### src/rtl/wm_seq_pkg.sv
// Shared types and width helpers for the watermark frame sequencer.
package wm_seq_pkg;

  typedef enum logic [2:0] {
    IDLE,
    VS,
    HW,
    DATA,
    DONE
  } state_t;

  // Bit width for a counter ranging over 0..n-1. Never returns zero, so
  // degenerate sizes such as a single-row image still get a real port.
  function automatic int cw(input int n);
    return (n <= 1) ? 1 : $clog2(n);
  endfunction

  function automatic int max2(input int a, input int b);
    return (a > b) ? a : b;
  endfunction

endpackage

### src/rtl/wm_delay_cnt.sv
// Loadable down-counter with terminal-count flag; times the VSYNC and HSYNC blanking intervals.
module wm_delay_cnt
  import wm_seq_pkg::*;
#(
  parameter int CNT_W = 8
) (
  input  logic             clk,
  input  logic             rst,
  input  logic             load,
  input  logic [CNT_W-1:0] load_val,
  input  logic             en,
  output logic             tc
);

  logic [CNT_W-1:0] cnt;

  always_ff @(posedge clk or posedge rst) begin
    if (rst) begin
      cnt <= '0;
    end else if (load) begin
      cnt <= load_val;
    end else if (en && (cnt != '0)) begin
      cnt <= cnt - CNT_W'(1);
    end
  end

  assign tc = (cnt == '0);

endmodule

### src/rtl/wm_frame_seq.sv
// Frame sequencer: VSYNC start-up, per-row HSYNC blanking, then two pixels per accepted cycle
// with a continuously wrapping watermark bit index; start/stall/abort capable.
module wm_frame_seq
  import wm_seq_pkg::*;
#(
  parameter int WIDTH          = 768,
  parameter int HEIGHT         = 512,
  parameter int START_UP_DELAY = 100,
  parameter int HSYNC_DELAY    = 160,
  parameter int WM_BITS        = 64
) (
  input  logic                   HCLK,
  input  logic                   HRESET,
  input  logic                   start,
  input  logic                   abort,
  input  logic                   out_ready,
  output logic                   busy,
  output logic                   VSYNC,
  output logic                   HSYNC,
  output logic                   pix_valid,
  output logic [cw(HEIGHT)-1:0]  row,
  output logic [cw(WIDTH)-1:0]   col,
  output logic [cw(WM_BITS)-1:0] wm_idx,
  output logic                   embed_en,
  output logic                   ctrl_done
);

  localparam int RW = cw(HEIGHT);
  localparam int CW = cw(WIDTH);
  localparam int WW = cw(WM_BITS);
  localparam int DW = cw(max2(START_UP_DELAY, HSYNC_DELAY) + 1);

  // Counter load values are "cycles - 1" because terminal count is itself one cycle.
  localparam logic [DW-1:0] VS_LD    = DW'((START_UP_DELAY > 0) ? START_UP_DELAY - 1 : 0);
  localparam logic [DW-1:0] HW_LD    = DW'((HSYNC_DELAY > 0) ? HSYNC_DELAY - 1 : 0);
  localparam logic [CW-1:0] COL_LAST = CW'(WIDTH - 2);
  localparam logic [CW-1:0] COL_STEP = CW'(2);
  localparam logic [RW-1:0] ROW_LAST = RW'(HEIGHT - 1);
  localparam logic [WW-1:0] WM_LAST  = WW'(WM_BITS - 1);

  if ((WIDTH % 2) != 0) begin : g_width_chk
    $error("wm_frame_seq: WIDTH must be even");
  end

  state_t          state, state_nx;
  logic [RW-1:0]   row_nx;
  logic [CW-1:0]   col_nx;
  logic [WW-1:0]   wm_nx;
  logic            cnt_load, cnt_en, cnt_tc;
  logic [DW-1:0]   cnt_val;
  logic            accept;

  wm_delay_cnt #(
    .CNT_W(DW)
  ) u_dly (
    .clk     (HCLK),
    .rst     (HRESET),
    .load    (cnt_load),
    .load_val(cnt_val),
    .en      (cnt_en),
    .tc      (cnt_tc)
  );

  assign accept = pix_valid & out_ready;

  always_comb begin
    state_nx = state;
    row_nx   = row;
    col_nx   = col;
    wm_nx    = wm_idx;
    cnt_load = 1'b0;
    cnt_en   = 1'b0;
    cnt_val  = '0;

    case (state)
      IDLE: begin
        if (start) begin
          row_nx = '0;
          col_nx = '0;
          wm_nx  = '0;
          if (START_UP_DELAY > 0) begin
            state_nx = VS;
            cnt_load = 1'b1;
            cnt_val  = VS_LD;
          end else if (HSYNC_DELAY > 0) begin
            state_nx = HW;
            cnt_load = 1'b1;
            cnt_val  = HW_LD;
          end else begin
            state_nx = DATA;
          end
        end
      end
      VS: begin
        if (cnt_tc) begin
          if (HSYNC_DELAY > 0) begin
            state_nx = HW;
            cnt_load = 1'b1;
            cnt_val  = HW_LD;
          end else begin
            state_nx = DATA;
          end
        end else begin
          cnt_en = 1'b1;
        end
      end
      HW: begin
        if (cnt_tc) state_nx = DATA;
        else        cnt_en   = 1'b1;
      end
      DATA: begin
        if (accept) begin
          wm_nx = (wm_idx == WM_LAST) ? '0 : wm_idx + WW'(1);
          if (col == COL_LAST) begin
            col_nx = '0;
            if (row == ROW_LAST) begin
              state_nx = DONE;
            end else begin
              row_nx = row + RW'(1);
              if (HSYNC_DELAY > 0) begin
                state_nx = HW;
                cnt_load = 1'b1;
                cnt_val  = HW_LD;
              end
            end
          end else begin
            col_nx = col + COL_STEP;
          end
        end
      end
      DONE: begin
        state_nx = IDLE;
        row_nx   = '0;
        col_nx   = '0;
        wm_nx    = '0;
      end
      default: state_nx = IDLE;
    endcase

    // Abort wins over every transition, including frame completion.
    if (abort) begin
      state_nx = IDLE;
      row_nx   = '0;
      col_nx   = '0;
      wm_nx    = '0;
      cnt_load = 1'b0;
      cnt_en   = 1'b0;
    end
  end

  always_ff @(posedge HCLK or posedge HRESET) begin
    if (HRESET) begin
      state     <= IDLE;
      row       <= '0;
      col       <= '0;
      wm_idx    <= '0;
      busy      <= 1'b0;
      VSYNC     <= 1'b0;
      HSYNC     <= 1'b0;
      pix_valid <= 1'b0;
      embed_en  <= 1'b0;
      ctrl_done <= 1'b0;
    end else begin
      state     <= state_nx;
      row       <= row_nx;
      col       <= col_nx;
      wm_idx    <= wm_nx;
      busy      <= (state_nx != IDLE);
      VSYNC     <= (state_nx == VS);
      HSYNC     <= (state_nx == DATA);
      pix_valid <= (state_nx == DATA);
      embed_en  <= (state_nx == DATA);
      ctrl_done <= (state_nx == DONE);
    end
  end

endmodule

### config.mk
export PLATFORM = sky130hd
export DESIGN_NAME = wm_frame_seq
export DESIGN_NICKNAME = d
export VERILOG_FILES = /design/src/rtl/wm_seq_pkg.sv /design/src/rtl/wm_delay_cnt.sv /design/src/rtl/wm_frame_seq.sv
export SDC_FILE = /design/constraint.sdc
export NUM_CORES = 1
export LEC_CHECK = 0
export ABC_AREA = 1
export BUFFER_PORTS_ARGS = -buffer_cell sky130_fd_sc_hd__buf_2
export CORE_MARGIN = 2
export CORE_UTILIZATION = 45
export CTS_CLUSTER_DIAMETER = 150
export DETAILED_ROUTE_END_ITERATION = 10
export PLACE_DENSITY = 0.66
export SYNTH_ARGS = -nofsm -noshare
export SYNTH_HDL_FRONTEND = slang
export SYNTH_SLANG_ARGS = --single-unit
### constraint.sdc
create_clock -name HCLK -period 2.6 [get_ports HCLK]
set_clock_uncertainty 0.2 [all_clocks]
set_input_delay 0 -clock HCLK [delete_from_list [all_inputs] [get_ports HCLK]]
set_output_delay 0 -clock HCLK [all_outputs]
set_load 0.05 [all_outputs]
# After elaboration in Yosys (flattened, before gate mapping)
# Cells that the tools add are included.
# word_totals
ff_bits	40
input_bits	5
output_inout_bits	31
# op_classes
n_addsub	4
n_eq_ne	14
muxes	42
n_bitwise	1
n_reduce_logical	10
# op_table
cell	n
8-bit two-way mux	6
9-bit two-way mux	5
10-bit two-way mux	4
10-bit one-hot mux with 3 select lines	1
9-bit one-hot mux with 3 select lines	1
6-bit two-way mux	4
8-bit one-hot mux with 3 select lines	1
3-bit two-way mux	7
6-bit one-hot mux with 3 select lines	1
3-bit inequality test (second input constant)	4
3-bit one-hot mux with 4 select lines	1
10-bit by 2-bit adder with 10-bit output (second input constant)	1
10-bit == test (second input constant)	1
9-bit by 1-bit adder with 9-bit output (second input constant)	1
3-bit by 2-bit == test with 1-bit output (second input constant)	3
9-bit == test (second input constant)	1
1-bit two-way mux	9
8-bit zero test	1
8-bit nonzero test	1
8-bit by 1-bit subtractor with 8-bit output (second input constant)	1
7-bit two-way mux	1
6-bit by 1-bit adder with 6-bit output (second input constant)	1
3-bit by 1-bit == test with 1-bit output (second input constant)	2
3-bit == test (second input constant)	2
11 further kinds	11

# Logic depth before layout (Yosys ltp)
# Gate-level depths: netlist of the first run.
# logic_depth
ltp_word	7
ltp_mapped	17
depth_no_buf	17

# Hierarchy
# From an unflattened synthesis of the first run, not the netlist that was laid out.
# unflattened
cells_unflattened	336
area_unflattened_um2	2497.4
# by_module_without_submodules
module	instances	cells_per_inst	area_each_um2	seq_area_each_um2
wm_frame_seq	1	245	1864.3	775.7
wm_delay_cnt	1	91	633.1	200.2

# Least setup slack after synthesis of the first run
# Ideal clock, no wire load.
# synth_path
path_kind	register to register
from	register row[0]
to	register u_dly.cnt[2]
arrival_ps	2325
slack_ps	10
path_stages_with_launch	17
n_path_buf	0
period_less_slack_ps	2590
cell_sequence	dfrtp_1 > ha_1 > nand2_1 > inv_1 > nand2_1 > nor2_1 > nand3_1 > nor2_1 > ha_1 > inv_1 > nand3_1 > o21ai_2 > nand2_2 > nand2_2 > nor2_2 > nand2_1 > nand2_1
# synth_via
elab_chain_len	7
# synth_lines
element	line	rtl
start: declaration	wm_frame_seq.sv:21	output logic [cw(HEIGHT)-1:0] row,
start signal: assignment	wm_frame_seq.sv:165	row <= row_nx;
9-bit == test *	wm_frame_seq.sv:116	if (row == ROW_LAST) begin
1-bit two-way mux	wm_frame_seq.sv:116	
1-bit two-way mux	wm_frame_seq.sv:114	if (col == COL_LAST) begin
1-bit two-way mux	wm_frame_seq.sv:112	if (accept) begin
1-bit one-hot mux with 3 select lines	wm_frame_seq.sv:75	case (state)
1-bit two-way mux	wm_frame_seq.sv:141	if (abort) begin
8-bit two-way mux or 2-bit nonzero test (tied branches)	n/a	
end signal: assignment	wm_delay_cnt.sv:21	cnt <= load_val;
end signal: assignment	wm_delay_cnt.sv:23	cnt <= cnt - CNT_W'(1);
end: declaration	wm_delay_cnt.sv:15	logic [CNT_W-1:0] cnt;
# Mark *: on every way between the ends. The rest lies on a longest branch, timed or not.
# A chain may end at the register's enable or synchronous reset.

# Worst setup path after layout of the first run
# layout_path
from	register row[0]
to	register u_dly.cnt[3]
# Same word-level chain as after synthesis.

==> results of run 1 <==
power breakdown:
group / switching (mW) / internal [mW] / total [mW]
sequential: 0.0440 / 0.656 / 0.700
combinational: 0.197 / 0.0957 / 0.293
clock: 0.204 / 0.188 / 0.392
total: 0.445 / 0.940 / 1.38
per-stage QoR:
stage	setup TNS, ps	util	worst slack [ps]	hold WS (ps)	instance area [um2]
after detailed placement	0	0.507	182	-42.8	2570
after global placement	0	0.507	282	-52.0	2570
after global routing	-21.2	0.530	-8.75	94.4	2690
after floorplan	0	-	9.76	-24.8	2350
after CTS	0	0.529	146	43.8	2680
final	0	0.530	212	48.0	2690
per-layer routing:
layer | vias to the layer above | routed length [um] | GRT usage
li1 | 1054 | - | -
met4 | 0 | 57 | 0.0491
met2 | 40 | 1960 | 0.265
met3 | 6 | 143 | 0.0367
met5 | - | 0 | 0
met1 | 860 | 2350 | 0.237
worst min path at each step:
stage	to	cells past startpoint	slack (ps)
4_1_cts	u_dly.cnt[6]	5	40
6_report	u_dly.cnt[6]	5	50
2_1_floorplan	row[0]	3	-20
3_5_place_dp	u_dly.cnt[4]	3	-40
3_3_place_gp	wm_idx[3]	3	-50
5_1_grt	u_dly.cnt[5]	5	90
cell families after synthesis:
family,Yosys count
simple gates,158
buf+inv,61
compound gates,39
flops,39
xor+xnor,6
fa+ha+maj,6
other cells,1
cell usage after synthesis:
cell,count
nand2_1,72
inv_1,47
dfrtp_1,39
nor2_1,30
nand3_1,26
o21ai_0,19
nand2_2,10
ha_1,6
a21oi_1,5
inv_2,5
nand4_1,5
o21ai_2,5
xor2_1,5
buf_4,4
nor3_1,4
a31oi_1,2
nand2_4,2
nor2_2,2
nor2_8,2
nor3b_1,2
o21a_1,2
o31ai_1,2
a211oi_1,1
a21boi_0,1
a22oi_1,1
buf_2,1
buf_6,1
clkinv_1,1
conb_1,1
inv_4,1
inv_8,1
nand3_2,1
nor2_4,1
nor3_2,1
o21ai_1,1
xnor2_1,1
tightest hold or removal path, cell delays in order:
cell and delay [ps]:
buf_2 110, nand2_1 70, nor2_1 100, a31oi_1 160, nand2_1 50
area by class of cell:
type	count	area (um2)	area share
Sequential cell	39	977	0.363
Clock inverter	1	5.00	0.00186
Multi-Input combinational cell	210	1120	0.417
Timing Repair Buffer	38	208	0.0772
Inverter	55	216	0.0804
Clock buffer	7	76.3	0.0284
Tap cell	70	87.6	0.0325
timing repair:
item                                   CTS  global route
setup endpoints to repair                0             6
hold buffers                             3             0
endpoints found under the hold margin   47             0
resized for setup                        0             3
sequential cells by signal, indices dropped and copies added (netlist names):
| name | flops |
|---|---|
| col | 9 |
| row | 9 |
| u_dly.cnt | 8 |
| wm_idx | 6 |
| state | 3 |
| VSYNC | 1 |
| busy | 1 |
| ctrl_done | 1 |
| embed_en | 1 |
==> PnR_summary.wiki, run 1 <==
{| class="wikitable"
! Metric !! Value
|-
| Outcome || finished, final reports clean
|-
| Count of antenna-violating nets left after detailed routing || 0
|-
| Fin cells || 420
|-
| Number of sinks driven by the clock tree || 39
|-
| Starting Density || 0.464
|-
| Seq cells post-synth || 39
|-
| Core area || 5070 um2
|-
| Share of post-route cells with drive strength above 1 || 0.211
|-
| Endpoints failing hold || 0
|-
| Crit Reg-Reg Startpoint || row[0]
|-
| Final setup vio count || 0
|-
| Wire length per cell after detailed routing || approximately 11 um
|-
| Initial DRC count || 62
|-
| DR DRC count || 0
|-
| Vert. Die Dim || around 76 um
|-
| Depth of the most critical reg-to-reg path || 17
|-
| Total grt overflow || 0
|-
| Wire length reported by the detailed router || around 4500 um
|-
| Wire length of the first global-routing pass || 8050 um
|-
| Final clock period utilization by the worst path || 0.919
|-
| Xor-xnor portion of the synthesized cell area || 0.0223
|-
| Fraction of the mapped netlist area in adder cells || 0.0319
|-
| Final min period || approximately 2400 ps
|-
| Chip width || 76.3 um
|-
| Crit path largest cell delay || between 400 and 500 ps
|-
| Critical path endpoint category || flip-flop
|-
| Total placed cells including tap cells || approximately 400
|-
| Highest-delay cell along the critical path || dfrtp_2
|-
| VDD IR-drop max || between 0.0003 and 0.0004 V
|-
| Count of fill cells added during filler insertion || 534
|-
| Portion of netlist area occupied by mux cells || 0
|-
| Gpl congestion || slightly below 0.8
|-
| Launch point of the worst path || row[0]
|-
| Final Max Tran Viols || 0
|-
| Number of nets in the layout || 360
|-
| End of the worst register-to-register path || u_dly.cnt[3]
|-
| Diodes inserted || 0
|-
| Clock transition at the register clock pins on the worst setup and hold paths after CTS || 70 ps
|-
| Total number of vias || between 1500 and 2000
|-
| Top-Level Pins || 36
|-
| Number of input and output port buffers inserted || 34
|-
| Critical Path Stages || 17
|-
| Synthesis warning total || 0
|-
| Crit path buffers/inverters || 3
|-
| Via count of the first global-routing pass || between 1500 and 2000
|-
| Initial antenna violation count || 0
|-
| Overall die area || 5820 um2
|-
| Largest net degree at the start of global routing || 40
|-
| Cell area after synthesis || around 2400 um2
|-
| Maximum fanout count along the critical path || 7
|-
| Syn Area/Cell || between 7 and 8 um2
|-
| Buffer depth of the longest clock path || 2
|-
| Synth area leader || dfrtp_1
|-
| Combinational family with the most area after synthesis || simple AND/OR/NAND/NOR gates
|-
| Cell family contributing the most delay on the critical path || simple AND/OR/NAND/NOR gates
|-
| Total Power || 1.38 mW
|-
| Number of instances in the synthesized netlist || 310
|-
| Leading cell types in the layout, fill and taps excluded || nand2_1, inv_1, dfrtp_1
|-
| CP most frequent cell || nand2_1
|-
| Post-synth cell types || 36
|-
| Initial DRT Pass Iterations || 4
|-
| Leading post-synthesis cells by cell area || dfrtp_1, nand2_1, inv_1
|-
| F_max || between 400 and 500 MHz
|-
| Compound-gate portion of the synthesized area || 0.0995
|-
| Reg-to-reg setup timing slack || 210 ps
|-
| H-tree lvl count || 2
|-
| Synthesized-area fraction occupied by and/or/nand/nor cells || 0.318
|-
| Critical path data required time || 2580 ps
|-
| Net count after synthesis || 321
|-
| P per Cell Area || about 500 nW/um2
|-
| Critical path endpoint || u_dly.cnt[3]
|-
| Post-CTS Setup Inserts || 0
|-
| HPWL after DPL || around 3300 um
|-
| Leakage power summed over all cells || 1.45 nW
|-
| Worst path arrival time || 2370 ps
|-
| Startpoint kind of the worst setup timing path || flip-flop
|-
| Area fraction of the dominant cell type after synthesis || 0.415
|-
| Per-cell via count in the routed design || 4.67
|-
| Seq/Total Area, Yosys || 0.415
|-
| Row Count || 26
|-
| Most common cell after layout, fill and taps aside || nand2_1
|-
| Skew-Pair Late Insertion Delay || a little under 300 ps
|-
| Type of the most critical hold path || in2reg
|-
| Global-route usage over all layers || 0.169
|-
| Clock tree from TritonCTS || done
|-
| Critical path class || reg2reg
|-
| Max cap viols || 0
|-
| Layout Area Growth over Synthesis || 14.4%
|-
| Cell at the root of the clock tree || clkbuf_8
|-
| CTS buffer count || 5
|-
| Hold Path Origin || start
|-
| Cells along the critical path || ha_1 -> nand2_1 -> inv_1 -> nand2_1 -> nor2_1 -> nand3_1 -> nor2_2 -> ha_1 -> inv_1 -> nand3_1 -> o21ai_2 -> nand2_2 -> nand2_2 -> inv_2 -> nand2_2 -> nand2_1 -> nand2_1
|}
Note: power is estimated with default switching activity, not from simulation.
==> run 2, diff against run 1 <==
--- a/config.mk
+++ b/config.mk
@@ -5,13 +5,13 @@
 export SDC_FILE = /design/constraint.sdc
 export NUM_CORES = 1
 export LEC_CHECK = 0
-export ABC_AREA = 1
 export BUFFER_PORTS_ARGS = -buffer_cell sky130_fd_sc_hd__buf_2
 export CORE_MARGIN = 2
 export CORE_UTILIZATION = 45
 export CTS_CLUSTER_DIAMETER = 150
 export DETAILED_ROUTE_END_ITERATION = 10
-export PLACE_DENSITY = 0.66
+export PLACE_DENSITY = 0.65
 export SYNTH_ARGS = -nofsm -noshare
 export SYNTH_HDL_FRONTEND = slang
+export SYNTH_HIERARCHICAL = 1
 export SYNTH_SLANG_ARGS = --single-unit
==> run 2 against run 1 <==
Net effect: largest cell class unchanged; synthesized cell count is 19% lower; critical endpoint is now u_dly/cnt[3]; wire length is 33% higher; sequential power is 11% higher; first-iteration DRC count is 52% higher; critical path depth is 6 lower.
==> PnR_summary.wiki, run 2 <==
{| class="wikitable"
! Metric !! Value
|-
| Highest-delay cell along the critical path || or4b_4
|-
| Critical path endpoint category || flip-flop
|-
| Number of instances in the synthesized netlist || 251
|-
| Leading cell types in the layout, fill and taps excluded || dfrtp_1, buf_2, buf_4
|-
| Setup repair after global routing missed its margin || yes
|-
| Post-synth cell types || 71
|-
| Chip width || 77.3 um
|-
| Cell area after synthesis || 2420 um2
|-
| Number of sinks driven by the clock tree || 39
|-
| Synth area leader || dfrtp_1
|-
| Critical path class || reg2reg
|-
| Syn Area/Cell || approximately 9.6 um2
|-
| Area fraction of the dominant cell type after synthesis || 0.404
|-
| Cell at the root of the clock tree || clkbuf_8
|-
| Cells along the critical path || inv_2 -> ha_4 -> or4b_4 -> nor2_4 -> nand2_2 -> nor3_4 -> a21oi_2 -> a21oi_2 -> nor2b_1 -> a22oi_1 -> o41ai_2
|-
| Wire length reported by the detailed router || 6010 um
|-
| Met3 track demand over resource || 0.0388
|-
| Startpoint kind of the worst setup timing path || flip-flop
|-
| Number of nets in the layout || 315
|-
| Skew-Pair Late Insertion Delay || approximately 300 ps
|-
| Top-Level Pins || 36
|-
| Crit path largest cell delay || about 480 ps
|-
| Core area || just over 5000 um2
|-
| Crit path buffers/inverters || 1
|-
| Maximum fanout count along the critical path || 5
|-
| Seq cells post-synth || 39
|-
| GR met1 Demand/Resource || 0.299
|-
| Wire length per cell after detailed routing || 16.0 um
|-
| End of the worst register-to-register path || u_dly/cnt[3]
|-
| Overall die area || 5980 um2
|-
| Clock transition at the register clock pins on the worst setup and hold paths after CTS || roughly 80 ps
|-
| Outcome || finished, final reports clean
|-
| Most frequent cells after synthesis || dfrtp_1, nand2_1, nand3_1
|-
| Most common cell after layout, fill and taps aside || dfrtp_1
|-
| P per Cell Area || 691 nW/um2
|-
| Buffer depth of the longest clock path || 2
|-
| Wire length of the first global-routing pass || 10200 um
|-
| Initial antenna violation count || 0
|-
| Synthesis warning total || 6
|-
| Setup TNS || 0 ps
|-
| Number of enable flip-flop cells after synthesis || 0
|-
| Initial DRC count || 94
|-
| F_max || roughly 390 MHz
|-
| Total number of vias || 2163
|-
| Library cell with the highest instance count after synthesis || dfrtp_1
|-
| Vert. Die Dim || 77.3 um
|-
| Critical path data required time || 2570 ps
|-
| Leading post-synthesis cells by cell area || dfrtp_1, nand3_1, ha_1
|-
| Reg-to-reg setup timing slack || 50 ps
|-
| Biggest regs || col: 9 flops, row: 9 flops, u_dly/cnt: 8 flops
|-
| Starting Density || 0.471
|-
| Share of post-route cells with drive strength above 1 || 0.338
|-
| Worst path arrival time || ~2500 ps
|-
| Gpl congestion || 0.841
|-
| Worst Tran Pin Value || 879 ps
|-
| Diodes inserted || 0
|-
| H-tree lvl count || 2
|-
| Largest net degree at the start of global routing || 23
|-
| Final clock period utilization by the worst path || 0.981
|-
| Total Power || 2.07 mW
|-
| Clock tree from TritonCTS || done
|-
| Met2 GRT Util || 0.331
|-
| Crit Reg-Reg Startpoint || u_dly/cnt[1]
|-
| Depth of the most critical reg-to-reg path || 11
|-
| Normalized max-slew margin || 0.413
|-
| VDD IR-drop max || between 0.0003 and 0.0004 V
|-
| Per-cell via count in the routed design || slightly below 6
|-
| Row Count || 26
|-
| CTS buffer count || 5
|-
| Cell area after layout || ~3000 um2
|-
| CP most frequent cell || a21oi_2
|-
| Type of the most critical hold path || in2async
|-
| Cell family contributing the most delay on the critical path || simple AND/OR/NAND/NOR gates
|-
| Final Max Tran Viols || 0
|-
| Seq/Total Area, Yosys || 0.404
|-
| Final setup vio count || 0
|-
| HPWL after DPL || 4200 um
|-
| Total grt overflow || 0
|-
| Placement Cell Area || 2740 um2
|-
| Proportion of register bits with asynchronous set or reset after synthesis || 1.00
|-
| Max cap viols || 0
|-
| Via count of the first global-routing pass || 2095
|-
| DR DRC count || 0
|-
| Final min period || 2550 ps
|-
| Top Usage Layer GRT || met2
|-
| Launch point of the worst path || u_dly/cnt[1]
|-
| Count of fill cells added during filler insertion || approximately 460
|-
| Number of input and output port buffers inserted || 34
|-
| Endpoints failing hold || 0
|-
| Net count after synthesis || about 260
|-
| Count of antenna-violating nets left after detailed routing || 0
|-
| Global-route usage over all layers || 0.211
|-
| Initial DRT Pass Iterations || 4
|-
| Leakage power summed over all cells || 1.43 nW
|-
| Post-synth top flop || dfrtp_1
|-
| Layout Area Growth over Synthesis || 24.2%
|}
run 2: cell count changes after synthesis, sizes merged, moves of 5 or more:
| cell | before | now |
|---|---|---|
| nor4 | 0 | 6 |
| o22ai | 0 | 5 |
| a31oi | 2 | 9 |
| o21ai | 25 | 16 |
| nand3 | 27 | 20 |
| a21o | 0 | 5 |
| nor2 | 35 | 11 |
| inv | 54 | 12 |
| nand2 | 84 | 18 |
| and3 | 0 | 6 |
| buf | 6 | 12 |
run 2: worst reg2reg max path, stage by stage, from the launching register on:
cell     delay (ps)
dfrtp_1         400
inv_2            90
ha_4            130
or4b_4          480
nor2_4          150
nand2_2         100
nor3_4          220
a21oi_2          60
a21oi_2         240
nor2b_1          80
a22oi_1         180
o41ai_2         100
run 2: cell type report:
type	instances	area [um2]	area share
inverters	12	45.0	0.0150
flip-flops and latches	39	978	0.326
well taps	70	87.6	0.0292
clock buffers	6	82.6	0.0275
repair buffers	61	380	0.127
clock inverters	2	35.0	0.0117
multi-input cells	185	1390	0.464
run 2: worst max-delay path by stage:
stage                   end  slack, ps  depth (start not counted)
2_1_floorplan  u_dly/cnt[5]         20                         10
3_3_place_gp   u_dly/cnt[7]         60                          9
3_5_place_dp   u_dly/cnt[3]        -50                         11
4_1_cts        u_dly/cnt[3]        0.6                         11
5_1_grt        u_dly/cnt[3]       -100                         11
6_report       u_dly/cnt[3]         50                         11
run 2: power breakdown:
group / total (mW) / internal [mW] / switching (mW)
clock: 0.536 / 0.311 / 0.225
combinational: 0.763 / 0.338 / 0.425
sequential: 0.776 / 0.683 / 0.0925
total: 2.07 / 1.33 / 0.743
run 2: logic make-up (layout without fill, tap and decap cells):
logic type	after synthesis	in the layout	synth area share
xor gates and xnor gates	5	5	0.0181
and+or+nand+nor	95	95	0.248
buffers and inverters	27	81	0.0512
other	1	1	0.00155
muxes	4	4	0.0191
AOI/OAI and AO/OA	74	74	0.227
adders and majority gates	6	6	0.0310
DFF	39	39	0.404
run 2: layer usage:
| metal | vias up | wire length (um) |
|---|---|---|
| met3 | 8 | 241 |
| met2 | 49 | 2900 |
| met1 | 1052 | 2790 |
| li1 | 1054 | - |
| met5 | - | 0 |
| met4 | 0 | 80 |
run 2: through the flow:
| stage | utilization | worst slack, ps | hold slack (ps) | std cells |
|---|---|---|---|---|
| floorplan | - | 23.0 | -384 | 251 |
| global placement | 0.534 | 55.0 | -223 | 357 |
| detailed placement | 0.534 | -45.8 | -220 | 357 |
| CTS | 0.563 | 0.564 | 7.46 | 368 |
| global route | 0.584 | -96.8 | 33.6 | 375 |
| finish | 0.584 | 49.6 | 2.18 | 375 |
run 2: timing repair:
item                       in CTS  in global routing
gates resized for setup         1                 13
setup buffers                   0                  7
hold endpoints to repair       30                  0
setup endpoints to repair       6                 14
hold buffers                    3                  0
pin swaps                       0                  5
==> run 3, diff against run 2 <==
--- a/config.mk
+++ b/config.mk
@@ -6,11 +6,12 @@
 export NUM_CORES = 1
 export LEC_CHECK = 0
 export BUFFER_PORTS_ARGS = -buffer_cell sky130_fd_sc_hd__buf_2
+export CORE_ASPECT_RATIO = 1.2
 export CORE_MARGIN = 2
 export CORE_UTILIZATION = 45
 export CTS_CLUSTER_DIAMETER = 150
 export DETAILED_ROUTE_END_ITERATION = 10
-export PLACE_DENSITY = 0.65
+export PLACE_DENSITY = 0.76
 export SYNTH_ARGS = -nofsm -noshare
 export SYNTH_HDL_FRONTEND = slang
 export SYNTH_HIERARCHICAL = 1
==> run 3 against run 2 <==
Net effect: the run now ends with hold timing left; utilization shrank 2.4 points; wire length is 5.2% lower; first-iteration DRC count increased by 21%; sequential share of layout area grew 0.82 points; worst hold slack worse by 6.5 ps; largest cell class unchanged.
==> PnR_summary.wiki, run 3 (synthesis gave the netlist of run 2 again) <==
{| class="wikitable"
! Metric !! Value
|-
| Combinational fraction of design power || 0.353
|-
| Total grt overflow || 0
|-
| Cell family contributing the most delay on the critical path || simple AND/OR/NAND/NOR gates
|-
| Starting Density || 0.463
|-
| P per Cell Area || 684 nW/um2
|-
| Wire length per cell after detailed routing || 15.7 um
|-
| Internal Dissipation || 1.30 mW
|-
| Leakage power summed over all cells || 1.40 nW
|-
| Fin cells || 362
|-
| Vert. Die Dim || 84.3 um
|-
| Initial DRC count || between 100 and 150
|-
| Count of antenna-violating nets left after detailed routing || 0
|-
| Cell at the root of the clock tree || clkbuf_8
|-
| Final setup vio count || 0
|-
| Share of post-route cells with drive strength above 1 || 0.317
|-
| Crit Reg-Reg Startpoint || u_dly/cnt[1]
|-
| Most common cell after layout, fill and taps aside || dfrtp_1
|-
| Wire length reported by the detailed router || 5700 um
|-
| H-tree lvl count || 2
|-
| PnR worst setup slack || 45.1 ps
|-
| Depth of the most critical reg-to-reg path || 11
|-
| Buffer depth of the longest clock path || 2
|-
| Final Max Tran Viols || 0
|-
| Number of nets in the layout || 310
|-
| HPWL after DPL || around 4100 um
|-
| Overall die area || 5980 um2
|-
| Failing checks || hold timing
|-
| Critical path endpoint category || flip-flop
|-
| Critical path data required time || 2580 ps
|-
| Utilization after layout || 0.561
|-
| Final min period || ~2600 ps
|-
| Initial DRT Pass Iterations || 4
|-
| Maximum fanout count along the critical path || 5
|-
| Hold slack || -4.32 ps
|-
| Share of total power in sequential cells || 0.384
|-
| Biggest regs || col: 9 flops, row: 9 flops, u_dly/cnt: 8 flops
|-
| Leading cell types in the layout, fill and taps excluded || dfrtp_1, buf_2, nand3_1, buf_4, nand2_1
|-
| CTS buffer count || 5
|-
| CP most frequent cell || a21oi_2
|-
| Skew-Pair Late Insertion Delay || 300 ps
|-
| Largest net degree at the start of global routing || 32
|-
| Crit path largest cell delay || 480 ps
|-
| Initial antenna violation count || 0
|-
| Number of sinks driven by the clock tree || 39
|-
| Net load switching power || 0.706 mW
|-
| Switching Share || 0.352
|-
| Worst Tran Pin Value || 629 ps
|-
| Startpoint kind of the worst setup timing path || flip-flop
|-
| Layout Area Growth over Synthesis || 21.1%
|-
| Critical path class || reg2reg
|-
| Global-route usage over all layers || 0.190
|-
| Via count of the first global-routing pass || between 1500 and 2000
|-
| Total Power || 2.00 mW
|-
| Gpl congestion || 0.863
|-
| Per-cell via count in the routed design || slightly below 6
|-
| DR DRC count || 0
|-
| Reg-to-reg setup timing slack || roughly 45 ps
|-
| Diodes inserted || 0
|-
| F_max || 391 MHz
|-
| Pre-CTS worst setup slack || 81.8 ps
|-
| Number of input and output port buffers inserted || 34
|-
| Worst path arrival time || 2540 ps
|-
| Type of the most critical hold path || in2async
|-
| Max cap viols || 0
|-
| Clock transition at the register clock pins on the worst setup and hold paths after CTS || around 80 ps
|-
| Cells along the critical path || inv_2 -> ha_2 -> or4b_4 -> nor2_4 -> nand2_2 -> nor3_4 -> a21oi_2 -> a21oi_2 -> nor2b_1 -> a22oi_1 -> o41ai_1
|-
| Row Count || 29
|-
| Clock Power Share || 0.263
|-
| Outcome || complete, but fails checks
|-
| Clock tree from TritonCTS || done
|-
| Final clock period utilization by the worst path || 0.983
|-
| Total number of vias || roughly 2200
|-
| Endpoints failing hold || 5
|-
| Wire length of the first global-routing pass || about 9100 um
|-
| Crit path buffers/inverters || 1
|-
| Core area || between 5000 and 6000 um2
|-
| Highest-delay cell along the critical path || or4b_4
|-
| End of the worst register-to-register path || u_dly/cnt[3]
|-
| Normalized max-slew margin || 0.574
|-
| Total placed cells including tap cells || 348
|-
| VDD IR-drop max || between 0.0004 and 0.0005 V
|-
| Chip width || ~71 um
|-
| Top-Level Pins || 36
|}
## run 3: cell types whose count changed in the layout (fill, tap and decap cells not counted), sizes merged
cell  delta
buf      -5
## run 3: cell type report
class,instances,area [um2]
fill,506,2300
tap,62,77.6
clock inverter,2,35.0
multi-input combinational,185,1360
clock buffer,6,82.6
timing repair buffer,56,347
sequential,39,978
inverter,12,45.0
## run 3: timing repair
action                                  CTS  global route
endpoints found under the setup margin    0            14
buffers inserted                          0             3
gates resized for setup                   0            11
hold endpoints to repair                 41             0
hold buffers                              3             0
## run 3: stage by stage
step                TNS, ps  hold slack (ps)  instance area [um2]
detailed placement        0             -225                 2730
CTS                       0             5.64                 2870
global route          -49.0             24.8                 2930
finish                    0            -4.32                 2930
floorplan                 0             -384                 2440
global placement          0             -222                 2730
## run 3: how the worst max path moves through the flow
stage / cells past startpoint / to / slack, ps / startpoint
finish: 11 / u_dly/cnt[3] / 50 / u_dly/cnt[1]
global route: 11 / u_dly/cnt[3] / -40 / u_dly/cnt[1]
CTS: 9 / VSYNC / 50 / u_dly/cnt[1]
detailed placement: 11 / u_dly/cnt[3] / 80 / u_dly/cnt[1]
global placement: 9 / busy / 110 / u_dly/cnt[1]
floorplan: 10 / u_dly/cnt[5] / 20 / row[0]
## run 3: layer usage
metal  up-vias  part of all wire  track usage
met3         4             0.041       0.0336
li1       1050                 -            -
met5         -                 0            0
met4         0            0.0074       0.0515
met1      1052              0.44        0.239
met2        51              0.52        0.334
## run 3: tightest hold or removal path, stage by stage
cell and delay [ps]:
dlygate4sd3_1 530, buf_2 120, inv_1 250
## run 3: power groups by stage
stage               Sequential, mW  Clock (mW)  Combinational (mW)
floorplan                    0.803           0               0.442
global placement             0.771           0               0.642
detailed placement           0.775           0               0.657
CTS                          0.762       0.534               0.662
global route                 0.779       0.562               0.780
finish                       0.770       0.527               0.707
